==> config.mk <==
export PLATFORM = sky130hd
export DESIGN_NAME = task_queue_arbiter
export DESIGN_NICKNAME = d
export VERILOG_FILES = /design/src/rtl/task_queue_arbiter.sv
export SDC_FILE = /design/constraint.sdc
export NUM_CORES = 1
export LEC_CHECK = 0
export ABC_AREA = 1
export ABC_CLOCK_PERIOD_IN_PS = 2500
export BUFFER_PORTS_ARGS = -buffer_cell sky130_fd_sc_hd__buf_2
export CAP_MARGIN = 25
export CORE_MARGIN = 1.5
export CORE_UTILIZATION = 45
export CTS_CLUSTER_DIAMETER = 100
export DETAILED_ROUTE_END_ITERATION = 10
export PLACE_DENSITY_LB_ADDON = 0.12
export SYNTH_ARGS = -nofsm -noshare
export SYNTH_HDL_FRONTEND = slang
export SYNTH_SLANG_ARGS = --single-unit
export TNS_END_PERCENT = 5
==> constraint.sdc <==
create_clock -name clk -period 2.5 [get_ports clk]
set_input_delay 0.125 -clock clk [delete_from_list [all_inputs] [get_ports clk]]
set_output_delay 0.125 -clock clk [all_outputs]
set_load 0.05 [all_outputs]
==> src/rtl/task_queue_arbiter.sv <==
// Two-source task queue arbiter: two circular FIFOs feeding a 2:1 task mux, one dispatch per handshake.
// Optional SCHED_RR_EN selects round-robin grant; default build is fixed priority (queue 0 first).
module task_queue_arbiter #(
    parameter int TW    = 4,
    parameter int DEPTH = 4,
    localparam int AW   = $clog2(DEPTH),
    localparam int CW   = AW + 1
) (
    input  logic          clk,
    input  logic          rst_n,
    input  logic          push0,
    input  logic [TW-1:0] task0,
    input  logic          push1,
    input  logic [TW-1:0] task1,
    output logic          full0,
    output logic          full1,
    output logic [CW-1:0] count0,
    output logic [CW-1:0] count1,
    output logic [TW-1:0] q0_head,
    output logic [TW-1:0] q1_head,
    output logic          sel,
    output logic          disp_valid,
    input  logic          disp_ready,
    output logic          ovf
);

    typedef enum logic {IDLE, OFFER} state_t;

    state_t        state, state_n;
    logic [TW-1:0] mem    [2][DEPTH];
    logic [AW-1:0] rd_ptr [2];
    logic [AW-1:0] wr_ptr [2];
    logic [CW-1:0] cnt    [2];
    logic [TW-1:0] head   [2];
    logic [TW-1:0] head_n [2];
    logic [TW-1:0] din    [2];
    logic [1:0]    push, pop, acc;
    logic          hs, grant;
`ifdef SCHED_RR_EN
    logic          last_grant;
`endif

    assign push    = {push1, push0};
    assign din[0]  = task0;
    assign din[1]  = task1;
    assign count0  = cnt[0];
    assign count1  = cnt[1];
    assign full0   = (cnt[0] == CW'(DEPTH));
    assign full1   = (cnt[1] == CW'(DEPTH));
    assign q0_head = head[0];
    assign q1_head = head[1];

    // Push admission and next registered head (oldest entry, 0 when empty)
    always_comb begin
        acc = '0;
        for (int q = 0; q < 2; q++) begin
            acc[q]    = push[q] && ((cnt[q] != CW'(DEPTH)) || pop[q]);
            head_n[q] = head[q];
            if (pop[q]) begin
                if (cnt[q] > CW'(1)) head_n[q] = mem[q][rd_ptr[q] + AW'(1)];
                else                 head_n[q] = acc[q] ? din[q] : '0;
            end else if (cnt[q] == '0) begin
                head_n[q] = acc[q] ? din[q] : '0;
            end
        end
    end

    always_ff @(posedge clk or negedge rst_n) begin
        if (!rst_n) begin
            for (int q = 0; q < 2; q++) begin
                rd_ptr[q] <= '0;
                wr_ptr[q] <= '0;
                cnt[q]    <= '0;
                head[q]   <= '0;
            end
            ovf <= 1'b0;
        end else begin
            for (int q = 0; q < 2; q++) begin
                if (acc[q]) wr_ptr[q] <= wr_ptr[q] + AW'(1);
                if (pop[q]) rd_ptr[q] <= rd_ptr[q] + AW'(1);
                if (acc[q] && !pop[q])      cnt[q] <= cnt[q] + CW'(1);
                else if (!acc[q] && pop[q]) cnt[q] <= cnt[q] - CW'(1);
                head[q] <= head_n[q];
                if (push[q] && !acc[q]) ovf <= 1'b1;
            end
        end
    end

    always_ff @(posedge clk) begin
        for (int q = 0; q < 2; q++)
            if (acc[q]) mem[q][wr_ptr[q]] <= din[q];
    end

    always_comb begin
`ifdef SCHED_RR_EN
        if (cnt[0] != '0 && cnt[1] != '0) grant = ~last_grant;
        else                              grant = (cnt[0] == '0);
`else
        grant = (cnt[0] == '0);
`endif
    end

    always_ff @(posedge clk or negedge rst_n) begin
        if (!rst_n) state <= IDLE;
        else        state <= state_n;
    end

    always_comb begin
        state_n = state;
        case (state)
            IDLE:    if (cnt[0] != '0 || cnt[1] != '0) state_n = OFFER;
            OFFER:   if (disp_ready) state_n = IDLE;
            default: state_n = IDLE;
        endcase
    end

    always_comb begin
        disp_valid = (state == OFFER);
        hs         = disp_valid && disp_ready;
        pop        = {hs && sel, hs && !sel};
    end

    // sel is latched on IDLE->OFFER so late pushes cannot disturb the offer
    always_ff @(posedge clk or negedge rst_n) begin
        if (!rst_n) begin
            sel <= 1'b0;
`ifdef SCHED_RR_EN
            last_grant <= 1'b1;
`endif
        end else begin
            if (state == IDLE && state_n == OFFER) sel <= grant;
`ifdef SCHED_RR_EN
            if (hs) last_grant <= sel;
`endif
        end
    end

endmodule
==> out/results.tsv, run 1 <==
stage	metric	value	unit
run_status	status	finished clean	
global_routing	initial antenna violation count	0	
clocking	CTS Sinks	57	
routing	DR vias	1911	
timing	slew margin rel.	0.610	
logic_synthesis	synth warn	0	
timing	fmax	491	MHz
routing	WL/cell	12.2	um
clocking	post_cts resized	0	
worst_setup_path	slowest stage cell, crit path	dfrtp_1	
routing	Vias/cell	4.65	
placement	buffers added on ports	31	
timing	Hold Violations, Final	0	
global_routing	total gr overflow	0	
timing	clk_skew	5.87	ps
worst_setup_path	Critical Path AT	2250	ps
timing	setup TNS	0	ps
logic_synthesis	Seq/Total Area, Yosys	0.573	
power	internal power	0.00241	W
job	Max-Cap Viols	0	
floorplan	num ports	32	
timing	unrepaired setup endpoints after global routing	false	
worst_setup_path	Startpoint Class	flop	
power	switching share of power	0.443	
clocking	Setup Buffers After CTS	0	
power	sequential power share	0.356	
clocking	Inserted Clock Buffers	9	
clocking	Root Driver	clkbuf_8	
final_layout	area of the multi-input gates	1020	sq um
floorplan	Die Span Y	81.4	um
floorplan	die span in x	81.4	um
logic_synthesis	Mapped Nets	320	
clocking	Clock Latency Late Sink	320	ps
final_layout	final antenna diode count	0	
power	Net Switching	0.00192	W
floorplan	die area	6630	sq um
timing	setup violators final	0	
final_layout	nets	361	
worst_setup_path	kind of critical path	flop to flop	
final_layout	most frequent cells in the layout	98 x nand2_1, 36 x inv_1, 32 x edfxtp_1	
clocking	H-tree depth	3	
worst_setup_path	WP data required	2720	ps
timing	Tcrit/Tclk final	0.815	
clocking	CTS Hold Buffers Added	1	
clocking	Reg clk slew, reported paths	70	ps
routing	Initial DRC Count	49	
global_routing	GRT Total Usage	0.178	
clocking	CTS max path bufs	2	
power	worst-case vdd ir drop	772	uV
final_layout	Layout fillers	517	
logic_synthesis	Avg Cell Area, Syn	9.54	sq um
timing	Tmin final	2040	ps
logic_synthesis	Post-Syn Area	2770	sq um
routing	final WL	5010	um
logic_synthesis	Distinct cells, synth	20	
worst_setup_path	Worst setup EP type	flop	
power	power density over the cells	1340	nW/um^2
power	Comb power frac	0.427	
placement	Final HPWL DP	3720	um
worst_setup_path	CP max FO	9	
floorplan	Initial Util	0.467	
worst_setup_path	crit-path cells	inv_1, ha_1, nand2_1, inv_1, a21oi_4, ha_1, inv_1, o21ai_0, xor2_1, inv_1	
clocking	CTS tree	yes	
final_layout	commonest non-fill, non-tap cell in the layout	nand2_1	
worst_hold_path	Hold Path Class	primary input to flop	
power	Design Power	0.00433	W
worst_setup_path	cell mode on critical path	inv_1	
floorplan	core area	5920	sq um
global_routing	vias in the first global route	1878	
final_layout	layout cells sized above 1	0.167	
placement	Final Wtd Congestion	0.791	
routing	DRC Markers	0	
routing	Pre-antenna DRT Iters	4	
routing	DRT antenna net count	0	
timing	Slew @ Worst Pin	585	ps
global_routing	largest net degree at the start of global routing	26	
global_routing	first-pass GRT wire length	8720	um
floorplan	row count	28	
worst_setup_path	Max stage delay on crit path	420	ps
power	clock power share	0.217	
final_layout	area grow syn2layout	16.9	%
power	Static Leak	1.58	nW
final_layout	Final Util	0.546	
final_layout	register area	1590	sq um
timing	Slew Limit Fails	0	
logic_synthesis	Yosys reg bits	57	
logic_synthesis	synthesized netlist cell count	290	
path summary, 6_finish.rpt:
check,from,endpoint,slack (ps),cells after the start
max in group asynchronous,rst_n,wr_ptr[3]$_DFFE_PN0N_,1770,2
min reg2reg,ovf$_DFFE_PN0P_,ovf$_DFFE_PN0P_,460,1
min in group asynchronous,rst_n,q0_head[0]$_DFFE_PN0P_,330,2
min,task1[3],mem[0][19]$_DFFE_PP_,40,1
max,count0[0]$_DFFE_PN0P_,count0[2]$_DFFE_PN0P_,460,10
max reg2reg,count0[0]$_DFFE_PN0P_,count0[2]$_DFFE_PN0P_,460,10
power groups by stage:
stage	logic (W)	clock network (W)	registers [W]
floorplan	0.00106	0	0.00192
global placement	0.00184	0	0.00156
detailed placement	0.00186	0	0.00156
CTS	0.00187	0.000966	0.00155
global route	0.00209	0.00101	0.00159
finish	0.00185	0.000941	0.00154
routing by layer:
layer,track usage,part of all wire,vias up
met5,0,0,-
li1,-,-,1005
met2,0.240,0.42,28
met4,0.0948,0.019,0
met1,0.268,0.53,867
met3,0.0344,0.031,11
state kept, by name (all words and copies together) (netlist names):
name	cells
count0	3
count1	3
disp_valid	1
mem	32
ovf	1
q0_head	4
q1_head	4
rd_ptr	4
sel	1
wr_ptr	4
synth_stat cells:
library cell	instances	share of area
buf_2	2	0.0036
nor2_2	1	0.0023
ha_1	17	0.077
nand3_2	1	0.0036
xor2_1	8	0.025
nand3_4	1	0.0063
nand3_1	28	0.051
nand3b_1	1	0.0027
inv_1	36	0.049
o21ai_2	1	0.0032
a21oi_4	1	0.0059
xnor2_1	2	0.0063
nand2_4	1	0.0041
nand2_1	98	0.13
inv_2	3	0.0041
nand2_2	2	0.0045
edfxtp_1	32	0.35
o21ai_0	11	0.020
dfrtp_1	25	0.23
nor2_1	19	0.026
critical path: cells and delay by family, from the launching register on:
kind                     cells  cell delay, ps
AO/OA/AOI/OAI                2             500
XOR/XNOR                     1             170
adder cells (fa/ha/maj)      2             480
buffers and inverters        4             290
flip-flops                   1             420
AND/OR/NAND/NOR              1              70
layout make-up:
type | instances | area share
well taps | 75 | 0.0290
repair buffers | 32 | 0.0510
clock inverters | 6 | 0.0251
inverters | 39 | 0.0452
flip-flops and latches | 57 | 0.490
multi-input cells | 192 | 0.317
clock buffers | 10 | 0.0425
through the flow:
stage | hold slack, ps | cells | area [sq um] | setup WS [ps]
finish | 38.6 | 411 | 3240 | 464
global route | 23.8 | 411 | 3240 | 254
CTS | 21.6 | 411 | 3240 | 449
detailed placement | 172 | 394 | 3010 | 467
global placement | 165 | 394 | 3010 | 567
floorplan | -171 | 290 | 2770 | 35.2
kinds of logic after synthesis:
group,Yosys count,synth area share
xor+xnor,10,0.0316
compound gates,13,0.0289
fa+ha+maj,17,0.0769
flops,57,0.573
buf+inv,41,0.0565
simple gates,152,0.233
(Power assumes the default switching activity.)
==> run 2: changes to the inputs <==
- ABC_AREA: 1 -> 0
- ABC_CLOCK_PERIOD_IN_PS: 2500 -> 1700
- clock period: 2.5 -> 1.7 ns (I/O delays scaled with it)
==> out/results.tsv, run 2 <==
stage	metric	value	unit	change
run_status	status	finished clean		unchanged
final_layout	area grow syn2layout	23.7	%	was 16.9%
worst_setup_path	FF-to-FF Start	count0[1]$_DFFE_PN0P_		was count0[0]$_DFFE_PN0P_
final_layout	Design Area, Final	3220	sq um	was 3240 sq um
power	internal power	0.00382	W	was 0.00241 W
routing	DRC Markers	0		unchanged
worst_setup_path	Critical Path AT	1630	ps	was 2250 ps
timing	fmax	617	MHz	was 491 MHz
timing	slew margin rel.	0.623		was 0.610
logic_synthesis	largest area contributor in the netlist	edfxtp_1		unchanged
worst_setup_path	crit-path cells	inv_2, ha_4, and2_4, a21oi_4, buf_4, and2_1		was inv_1, ha_1, nand2_1, inv_1, a21oi_4, ha_1, inv_1, o21ai_0, xor2_1, inv_1
timing	Hold Violations, Final	0		unchanged
routing	final WL	4880	um	was 5010 um
power	clock power share	0.210		was 0.217
worst_setup_path	WP data required	1710	ps	was 2720 ps
power	worst-case vdd ir drop	1090	uV	was 772 uV
global_routing	met1 GRT Util	0.233		was 0.268
logic_synthesis	top post-synthesis cells by area	edfxtp_1 37%, dfrtp_1 24%, ha_1 8.2%		was edfxtp_1 35%, dfrtp_1 23%, nand2_1 13%
final_layout	area of the multi-input gates	970	sq um	was 1020 sq um
worst_setup_path	kind of critical path	flop to flop		unchanged
clocking	H-tree depth	3		unchanged
clocking	CTS Sinks	57		unchanged
worst_setup_path	slowest stage cell, crit path	dfrtp_2		was dfrtp_1
clocking	CTS tree	yes		unchanged
final_layout	nets	272		was 361
placement	pre-CTS setup slack	-27.4	ps	was 467 ps
logic_synthesis	fraction of registers with async set/reset	0.439		unchanged
placement	Post-Place Cell Area	2920	sq um	was 3010 sq um
global_routing	Top Usage Layer GRT	met2		was met1
worst_setup_path	CP max FO	5		was 9
routing	Initial DRC Count	79		was 49
worst_hold_path	worst hold start	task1[2]		was task1[3]
final_layout	layout cells sized above 1	0.348		was 0.167
floorplan	die span in x	79.1	um	was 81.4 um
final_layout	commonest non-fill, non-tap cell in the layout	edfxtp_1		was nand2_1
global_routing	largest net degree at the start of global routing	26		unchanged
power	Net Switching	0.00256	W	was 0.00192 W
global_routing	vias in the first global route	1638		was 1878
final_layout	Final Util	0.581		was 0.546
final_layout	Layout fillers	453		was 517
power	switching share of power	0.401		was 0.443
logic_synthesis	Most used DFF post-synth	edfxtp_1		unchanged
power	Static Leak	1.34	nW	was 1.58 nW
clocking	CTS max path bufs	2		unchanged
logic_synthesis	Seq/Total Area, Yosys	0.609		was 0.573
timing	Tcrit/Tclk final	0.953		was 0.815
worst_hold_path	Hold Path Class	primary input to flop		unchanged
routing	DRT antenna net count	0		unchanged
clocking	Reg clk slew, reported paths	60	ps	was 70 ps
routing	Pre-antenna DRT Iters	6		was 4
floorplan	row count	27		was 28
placement	Final HPWL DP	3640	um	was 3720 um
timing	clk_skew	9.75	ps	was 5.87 ps
global_routing	first-pass GRT wire length	7940	um	was 8720 um
routing	WL/cell	15.3	um	was 12.2 um
job	Max-Cap Viols	0		unchanged
global_routing	GRT Total Usage	0.173		was 0.178
logic_synthesis	synthesized netlist cell count	186		was 290
timing	Slew @ Worst Pin	566	ps	was 585 ps
floorplan	Initial Util	0.470		was 0.467
final_layout	final antenna diode count	0		unchanged
logic_synthesis	number of enable flip-flop cells after synthesis	32		unchanged
global_routing	met2 global-route usage	0.268		was 0.240
logic_synthesis	Yosys reg bits	57		unchanged
worst_setup_path	crit path launch	count0[1]$_DFFE_PN0P_		was count0[0]$_DFFE_PN0P_
timing	Tmin final	1620	ps	was 2040 ps
floorplan	core area	5540	sq um	was 5920 sq um
power	sequential power share	0.357		was 0.356
routing	DR vias	1589		was 1911
final_layout	max FFs per register	32		unchanged
timing	setup violators final	0		unchanged
worst_setup_path	Max stage delay on crit path	360	ps	was 420 ps
logic_synthesis	Avg Cell Area, Syn	14.0	sq um	was 9.54 sq um
logic_synthesis	most instantiated library cell after synthesis	edfxtp_1		was nand2_1
final_layout	most frequent cells in the layout	32 x edfxtp_1, 31 x buf_2, 19 x dfrtp_1		was 98 x nand2_1, 36 x inv_1, 32 x edfxtp_1
global_routing	initial antenna violation count	0		unchanged
floorplan	die area	6250	sq um	was 6630 sq um
timing	Slew Limit Fails	0		unchanged
final_layout	register area	1590	sq um	about the same
logic_synthesis	synth warn	0		unchanged
logic_synthesis	Post-synth top cells	32 x edfxtp_1, 25 x dfrtp_1, 17 x ha_1		was 98 x nand2_1, 36 x inv_1, 32 x edfxtp_1
timing	Setup WS post-layout	80.4	ps	was 464 ps
routing	Vias/cell	4.98		was 4.65
power	Comb power frac	0.433		was 0.427
logic_synthesis	post-synth top area share	0.369		was 0.347
global_routing	GRT met3 Usage	0.0529		was 0.0344
worst_setup_path	R2R setup slack	80	ps	was 460 ps
clocking	Clock Latency Late Sink	320	ps	about the same
placement	Final Wtd Congestion	0.846		was 0.791
global_routing	total gr overflow	0		unchanged
power	power density over the cells	1980	nW/um^2	was 1340 nW/um^2
logic_synthesis	Post-Syn Area	2600	sq um	was 2770 sq um
placement	buffers added on ports	31		unchanged
worst_setup_path	Startpoint Class	flop		unchanged
clocking	Inserted Clock Buffers	9		unchanged
timing	setup TNS	0	ps	unchanged
floorplan	num ports	32		unchanged
worst_setup_path	Worst setup EP type	flop		unchanged
logic_synthesis	Mapped Nets	216		was 320
clocking	Root Driver	clkbuf_8		unchanged
floorplan	Die Span Y	79.1	um	was 81.4 um
logic_synthesis	Distinct cells, synth	29		was 20
-- run 2: cell count changes in the layout (fill, tap and decap cells not counted), moves of 9 or more --
cell,change
nand2_1,-85
inv_1,-28
nand3_1,-24
buf_4,+11
a31oi_1,+9
o21ai_0,-9
-- run 2: worst paths after layout --
kind,endpoint,depth (start not counted)
setup / recovery,mem[0][0]$_DFFE_PP_,6
min in group asynchronous,q1_head[0]$_DFFE_PN0P_,2
setup reg to reg,mem[0][0]$_DFFE_PP_,6
hold reg to reg,ovf$_DFFE_PN0P_,2
hold / removal,mem[0][30]$_DFFE_PP_,1
max in group asynchronous,count1[1]$_DFFE_PN0P_,2
-- run 2: area by class of cell --
| type | instances | area share |
|---|---|---|
| flip-flops and latches | 57 | 0.495 |
| multi-input cells | 112 | 0.301 |
| inverters | 13 | 0.0152 |
| clock buffers | 11 | 0.0408 |
| clock inverters | 5 | 0.0245 |
| well taps | 72 | 0.0280 |
| repair buffers | 49 | 0.0956 |
-- run 2: logic make-up (layout without fill, tap and decap cells) --
logic type               count (synthesis)  after routing  synth area share
AO/OA/AOI/OAI                           27             27            0.0678
XOR/XNOR                                12             12            0.0404
adder cells (fa/ha/maj)                 17             17            0.0817
buffers and inverters                   17             78            0.0336
flip-flops                              57             57             0.609
multiplexers                            10             10            0.0769
AND/OR/NAND/NOR                         46             46            0.0903
-- run 2: power by group through the flow --
stage	sequential (W)	combinational, W	clock, W
2_1_floorplan	0.00289	0.00146	0
4_1_cts	0.00228	0.00277	0.00137
6_report	0.00228	0.00276	0.00134
3_5_place_dp	0.00231	0.00272	0
5_1_grt	0.00234	0.00303	0.00143
3_3_place_gp	0.00228	0.00263	0
-- run 2: stage by stage --
stage	total power (W)	instances	hold slack, ps
2_1_floorplan	0.00435	186	-211
3_3_place_gp	0.00491	294	101
3_5_place_dp	0.00504	294	111
4_1_cts	0.00642	318	0.0696
5_1_grt	0.00680	319	1.56
6_report	0.00638	319	15.0
-- run 2: worst max-delay path, delay by kind of cell (launching register included) --
family	cells	cell delay, ps
buf+inv	2	220
flops	1	360
fa+ha+maj	1	160
compound gates	1	160
simple gates	2	410
-- run 2: repair_timing --
action	CTS	global route
hold buffers	7	0
resized for setup	0	5
setup buffers	1	1
hold endpoints to repair	47	0
pin swaps	1	3
endpoints found under the setup margin	5	20
-- run 2: layer usage --
layer | vias to the layer above | part of all wire
met3 | 8 | 0.046
met1 | 767 | 0.47
met5 | - | 0
met4 | 0 | 0.012
li1 | 771 | -
met2 | 43 | 0.47
